[config.mk]
export PLATFORM = sky130hd
export DESIGN_NAME = seq_divider
export DESIGN_NICKNAME = d
export VERILOG_FILES = /design/src/rtl/div_pkg.sv /design/src/rtl/div_sub_stage.sv /design/src/rtl/seq_divider.sv
export SDC_FILE = /design/constraint.sdc
export NUM_CORES = 1
export LEC_CHECK = 0
export CORE_MARGIN = 2
export CORE_UTILIZATION = 35
export DETAILED_ROUTE_END_ITERATION = 10
export SYNTH_ARGS = -nofsm -noshare
export SYNTH_HDL_FRONTEND = slang
export SYNTH_HIERARCHICAL = 1
export SYNTH_SLANG_ARGS = --single-unit
[constraint.sdc]
create_clock -name clock -period 8.72 [get_ports clock]
set_clock_uncertainty 0.05 [all_clocks]
set_input_delay 0.872 -clock clock [delete_from_list [all_inputs] [get_ports clock]]
set_output_delay 0.872 -clock clock [all_outputs]
set_load 0.005 [all_outputs]
[src/rtl/div_pkg.sv]
// Shared definitions for the sequential restoring divider: FSM states,
// default sizing, and the 8-bit carry-lookahead slice helpers used by
// the subtract stage.
package div_pkg;

    localparam int WIDTH_DEFAULT = 32;
    localparam int CNT_W_DEFAULT = 6;
    // Restoring division retires one quotient bit per trial subtraction,
    // so a WIDTH-bit quotient takes WIDTH * ITERS_PER_BIT iterations.
    localparam int ITERS_PER_BIT = 1;

    typedef enum logic [1:0] {
        IDLE = 2'd0,
        BUSY = 2'd1,
        DONE = 2'd2
    } div_state_e;

    // Group generate/propagate of an 8-bit slice, returned as {G, P}.
    function automatic logic [1:0] cla8_gp(input logic [7:0] a, input logic [7:0] b);
        logic [7:0] g;
        logic [7:0] p;
        logic       grp_g;
        logic       run_p;
        g     = a & b;
        p     = a ^ b;
        grp_g = 1'b0;
        run_p = 1'b1;
        for (int i = 7; i >= 0; i--) begin
            grp_g = grp_g | (g[i] & run_p);
            run_p = run_p & p[i];
        end
        return {grp_g, run_p};
    endfunction

    // Sum of an 8-bit slice; every internal carry is a flat lookahead term
    // of the bit generates/propagates and the slice carry-in.
    function automatic logic [7:0] cla8_sum(input logic [7:0] a, input logic [7:0] b,
                                            input logic cin);
        logic [7:0] g;
        logic [7:0] p;
        logic [7:0] sum;
        logic       acc;
        logic       run_p;
        g = a & b;
        p = a ^ b;
        for (int i = 0; i < 8; i++) begin
            acc   = 1'b0;
            run_p = 1'b1;
            for (int j = i - 1; j >= 0; j--) begin
                acc   = acc | (g[j] & run_p);
                run_p = run_p & p[j];
            end
            acc    = acc | (cin & run_p);
            sum[i] = p[i] ^ acc;
        end
        return sum;
    endfunction

endpackage

[src/rtl/div_sub_stage.sv]
// Combinational trial-subtract stage: (WIDTH+1)-bit minuend minus a
// WIDTH-bit divisor, computed as minuend + ~divisor + 1 with chained
// 8-bit carry-lookahead slices. o_carry=1 means no borrow.
module div_sub_stage
    import div_pkg::*;
#(
    parameter int WIDTH = WIDTH_DEFAULT
) (
    input  logic [WIDTH:0]   i_minuend,
    input  logic [WIDTH-1:0] i_divisor,
    output logic [WIDTH-1:0] o_diff,
    output logic             o_carry
);

    localparam int N_SLICE = WIDTH / 8;

    logic [WIDTH-1:0]   w_b_inv;
    logic [N_SLICE-1:0] w_grp_g;
    logic [N_SLICE-1:0] w_grp_p;
    logic [N_SLICE:0]   w_carry;

    assign w_b_inv = ~i_divisor;

    genvar gi;
    generate
        for (gi = 0; gi < N_SLICE; gi++) begin : g_slice
            assign {w_grp_g[gi], w_grp_p[gi]} = cla8_gp(i_minuend[gi*8 +: 8], w_b_inv[gi*8 +: 8]);
            assign o_diff[gi*8 +: 8] = cla8_sum(i_minuend[gi*8 +: 8], w_b_inv[gi*8 +: 8], w_carry[gi]);
        end
    endgenerate

    // Slice-level carry chain from the group G/P terms; carry-in 1 completes the negation.
    always_comb begin
        w_carry[0] = 1'b1;
        for (int k = 0; k < N_SLICE; k++) begin
            w_carry[k+1] = w_grp_g[k] | (w_grp_p[k] & w_carry[k]);
        end
    end

    // Top bit: the divisor is zero-extended there, so its inverted bit is 1
    // (g = minuend bit, p = ~minuend bit). The difference MSB is not needed:
    // whenever there is no borrow the true difference is below the divisor.
    assign o_carry = i_minuend[WIDTH] | w_carry[N_SLICE];

endmodule

[src/rtl/seq_divider.sv]
// Multi-cycle signed restoring divider. Operands are reduced to magnitudes
// at capture, one quotient bit is resolved per cycle, and signs are applied
// when the result is registered. Truncating division: the remainder takes
// the dividend's sign.
module seq_divider
    import div_pkg::*;
#(
    parameter int WIDTH = WIDTH_DEFAULT,
    parameter int CNT_W = CNT_W_DEFAULT
) (
    input  logic             clock,
    input  logic             reset_n,
    input  logic             ctrl_div,
    input  logic [WIDTH-1:0] operand_A,
    input  logic [WIDTH-1:0] operand_B,
    output logic [WIDTH-1:0] data_result,
    output logic [WIDTH-1:0] data_remainder,
    output logic             data_exception,
    output logic             data_resultRDY
);

    localparam int               N_ITER    = WIDTH * ITERS_PER_BIT;
    localparam logic [CNT_W-1:0] LAST_ITER = CNT_W'(N_ITER - 1);

    div_state_e       r_state;
    div_state_e       w_next_state;
    logic [CNT_W-1:0] r_cnt;
    logic [WIDTH-1:0] r_q;
    logic [WIDTH-1:0] r_d;
    logic [WIDTH-1:0] r_r;
    logic             r_sign_q;
    logic             r_sign_r;
    logic             r_div0;
    logic [WIDTH-1:0] r_result;
    logic [WIDTH-1:0] r_remainder;
    logic             r_exception;
    logic             r_ready;

    logic             w_iterate;
    logic             w_finish;
    logic             w_b_zero;
    logic [WIDTH-1:0] w_abs_a;
    logic [WIDTH-1:0] w_abs_b;
    logic [WIDTH:0]   w_shifted;
    logic [WIDTH-1:0] w_trial;
    logic             w_no_borrow;
    logic [WIDTH-1:0] w_q_signed;
    logic [WIDTH-1:0] w_r_signed;

    // Magnitudes; the most negative value maps onto its unsigned magnitude.
    assign w_b_zero   = (operand_B == '0);
    assign w_abs_a    = operand_A[WIDTH-1] ? (~operand_A + WIDTH'(1)) : operand_A;
    assign w_abs_b    = operand_B[WIDTH-1] ? (~operand_B + WIDTH'(1)) : operand_B;
    assign w_shifted  = {r_r, r_q[WIDTH-1]};
    assign w_q_signed = r_sign_q ? (~r_q + WIDTH'(1)) : r_q;
    assign w_r_signed = r_sign_r ? (~r_r + WIDTH'(1)) : r_r;

    div_sub_stage #(
        .WIDTH(WIDTH)
    ) u_sub (
        .i_minuend(w_shifted),
        .i_divisor(r_d),
        .o_diff   (w_trial),
        .o_carry  (w_no_borrow)
    );

    // State register.
    always_ff @(posedge clock or negedge reset_n) begin
        if (!reset_n) begin
            r_state <= IDLE;
        end else begin
            r_state <= w_next_state;
        end
    end

    // Next state: a start pulse overrides whatever is in flight.
    always_comb begin
        w_next_state = r_state;
        if (ctrl_div) begin
            w_next_state = w_b_zero ? DONE : BUSY;
        end else begin
            case (r_state)
                IDLE:    w_next_state = IDLE;
                BUSY:    w_next_state = (r_cnt == LAST_ITER) ? DONE : BUSY;
                DONE:    w_next_state = IDLE;
                default: w_next_state = IDLE;
            endcase
        end
    end

    // FSM outputs: iterate only while busy and not being restarted.
    always_comb begin
        w_iterate = (r_state == BUSY) && !ctrl_div;
        w_finish  = (r_state == DONE);
    end

    // Datapath: capture operands on start, otherwise one restoring step per busy cycle.
    always_ff @(posedge clock or negedge reset_n) begin
        if (!reset_n) begin
            r_cnt    <= '0;
            r_q      <= '0;
            r_d      <= '0;
            r_r      <= '0;
            r_sign_q <= 1'b0;
            r_sign_r <= 1'b0;
            r_div0   <= 1'b0;
        end else if (ctrl_div) begin
            r_cnt    <= '0;
            r_q      <= w_abs_a;
            r_d      <= w_abs_b;
            r_r      <= '0;
            r_sign_q <= operand_A[WIDTH-1] ^ operand_B[WIDTH-1];
            r_sign_r <= operand_A[WIDTH-1];
            r_div0   <= w_b_zero;
        end else if (w_iterate) begin
            r_cnt <= r_cnt + CNT_W'(1);
            r_r   <= w_no_borrow ? w_trial : w_shifted[WIDTH-1:0];
            r_q   <= {r_q[WIDTH-2:0], w_no_borrow};
        end
    end

    // Result registers: loaded with sign fix-up in the DONE cycle, held otherwise.
    always_ff @(posedge clock or negedge reset_n) begin
        if (!reset_n) begin
            r_result    <= '0;
            r_remainder <= '0;
            r_exception <= 1'b0;
            r_ready     <= 1'b0;
        end else begin
            r_ready <= w_finish;
            if (w_finish) begin
                r_result    <= r_div0 ? '0 : w_q_signed;
                r_remainder <= r_div0 ? '0 : w_r_signed;
                r_exception <= r_div0;
            end
        end
    end

    assign data_result    = r_result;
    assign data_remainder = r_remainder;
    assign data_exception = r_exception;
    assign data_resultRDY = r_ready;

endmodule

==> results.cfg <==
[power_and_ir_drop]
power.density_nw_per_um2 = 235
p_leak_nw = 5.95
irDropWorstVdd_mv = 0.175

[sta]
setup_slack_ns = 4.91
fin_crit_ns = 3.81
hold_ws_ns = 0.426
slew_headroom = 0.209
fin_crit_sh = 0.437
setup_viol = 0
max_freq_mhz = 263
rsz0062_at_grt = false
fin_setup_tns_ns = 0
tightest_slew_ns = 1.18
hold_violations = 0
finalMaxSlewViolations = 0

[yosys]
netlist_instances = 1263
avgSynthCellArea_um2 = 8.90
ys_dominant_reg_cell = dfrtp_1
ys_seq_area_frac = 0.385
synth_edf_count = 0
synth_nets = 1371
ys_top_cells_by_area = dfrtp_1, xor2_1, nand2_1
synth_area_um2 = 11200
synth_cell_types = 62
yosys_warnings = 6
async_flop_share = 1.00
yosys.area.top_type = dfrtp_1
ys_seq_elements = 173
synth_top_cell_area_share = 0.385

[critical_path]
cp.arrival_ns = 4.09
crit_fanout = 28
crit_path_end_kind = flop
cp.required_ns = 9.01
critical_path_class = flop to flop
worstSetupStartpointType = flop

[clock_tree]
clockBufferDepth = 2
worst_skew_pair.late_latency_ns = 0.44
cts-resized-gates = 0
root_buffer = clkbuf_16
ctsHoldBuffers = 0
tritoncts = done
cts_setup_buffers = 0
path_clk_slew_ns = 0.08
cts_inserted_buffers = 17
htreeDepth = 4
numClockSinks = 173

[route]
vias_per_cell = 5.32
routed_wl_um = 29500
avgRoutedWirePerCell_um = 16.7
remaining_drc_errors = 0
first_iter_violations = 830
firstDrtPassIters = 5
drtAntennaViolNets = 0
num_vias = 9365

[status]
status = finished, final reports clean

[place]
io_buffers = 132
dp.cells = 1728
place_congestion = 0.836
hpwlAfterDp_um = 21300
pre_cts_ws_ns = 4.96

[cells_and_area]
area_growth_pct = 19.5
finalNetCount = 1453
diodes = 0
fin_cells = 1760
drive_gt1_frac = 0.0589
utilization = 0.426

[floorplanning]
io_pins = 133
dieArea_um2 = 33600
core_um2 = 31600
die_h_um = 183
rows = 65
initial_core_util = 0.356
die-width_um = 183

[grt]
grt_overflow = 0
grt_pass1_wl_um = 48700
grt_use_total = 0.179
antenna_found_initial = 2
grt_pass1_vias = 8809
grt_start_max_net_pins = 106

[flow_run]
maxCapViolCount = 0

[worst_hold_path]
min_path_type = flop to flop
[report_power, final]
group          internal (mW)  leakage (nW)  switching, mW
clock                  0.410         0.284          0.375
combinational          0.552          3.46          0.711
sequential             0.910          2.20          0.202
total                   1.87          5.95           1.29
[final cells by class]
type | instances | area (um^2)
multi-input cells | 955 | 6410
well taps | 402 | 503
fillers | 3075 | 18100
clock buffers | 17 | 425
repair buffers | 140 | 1380
clock inverters | 15 | 169
inverters | 58 | 218
flip-flops and latches | 173 | 4330
[routing by layer]
metal  part of all wire  track usage  vias up  wire length (um)
met5            0.00078            0        -                23
met4              0.010       0.0394        4               301
met3              0.048       0.0302       23              1420
met2               0.41        0.256      203             12200
met1               0.53        0.280     4484             15500
li1                   -            -     4651                 -
[worst max-delay path, cell delays in order, from the launching register on]
cell       delay (ns)
dfrtp_1          0.43
inv_1            0.07
ha_1             0.32
o21ai_1          0.12
a2111oi_2        0.48
a2111o_1         0.34
a32oi_2          0.16
o221ai_2         0.24
o41ai_2          0.12
o21ba_2          0.24
o21ai_4          0.24
buf_4            0.49
mux2i_1          0.15
a211oi_1         0.26
[synthesized netlist by cell type, types with 4 or more instances]
cell type / count
a211oi_1: 36
a21o_1: 5
a21oi_1: 72
a22o_1: 4
and3_1: 24
buf_1: 9
buf_2: 5
clkbuf_1: 61
dfrtp_1: 173
ha_1: 38
inv_1: 58
mux2i_1: 41
nand2_1: 162
nand2b_1: 8
nand3_1: 15
nand3b_1: 5
nand4_1: 14
nand4b_1: 5
nor2_1: 105
nor2b_1: 5
nor3_1: 19
nor4_1: 11
o21ai_0: 70
o21ai_1: 4
o21bai_1: 6
o31ai_1: 58
o41ai_1: 29
o41ai_2: 7
or2_2: 4
or3_1: 12
xnor2_1: 29
xor2_1: 119
[layout by cell type (no fill, tap or decap), types with 9 or more instances in the layout]
cell and count:
nor2_1 105, nand4_1 14, a211oi_1 36, or3_1 12, a21oi_1 72, dfrtp_1 173, nand3_1 15, nand2_1 162
buf_4 9, nor3_1 19, clkbuf_16 17, o41ai_1 29, mux2i_1 41, inv_1 58, xor2_1 119, o31ai_1 58
o21ai_0 69, clkdlybuf4s50_1 130, xnor2_1 29, and3_1 24, ha_1 38, nor4_1 11
[per-stage QoR]
| step | total power, mW | area (um^2) |
|---|---|---|
| 4_1_cts | 3.18 | 13400 |
| 5_1_grt | 3.39 | 13400 |
| 3_5_place_dp | 2.39 | 12800 |
| 3_3_place_gp | 2.36 | 12800 |
| 2_1_floorplan | 2.03 | 11200 |
| 6_report | 3.16 | 13400 |
[worst paths after layout]
kind                                    startpoint            endpoint  slack, ns  cells after the start
worst max-delay path                       r_q[31]              r_r[9]       4.91                     13
worst min-delay path            data_remainder[18]  data_remainder[18]       0.43                      2
worst max register to register             r_q[31]              r_r[9]       4.91                     13
worst min register to register  data_remainder[18]  data_remainder[18]       0.43                      2
max in group asynchronous                  reset_n              r_r[2]       6.53                      2
min in group asynchronous                  reset_n             r_d[23]       0.46                      1
[kinds of logic (layout without fill, tap and decap cells)]
family	after synthesis	count (layout)	synth area share
adder cells (fa/ha/maj)	41	41	0.0476
AND/OR/NAND/NOR	411	411	0.176
AO/OA/AOI/OAI	311	311	0.189
buffers and inverters	135	230	0.0470
multiplexers	44	44	0.0395
flip-flops	173	173	0.385
XOR/XNOR	148	148	0.115
[sequential cells by signal, indices dropped and copies added, names as in the netlist, 2 cells and up]
signal,count
data_remainder,32
data_result,32
r_d,32
r_q,32
r_r,32
r_cnt,6
r_state,2
(Power assumes the default switching activity.)
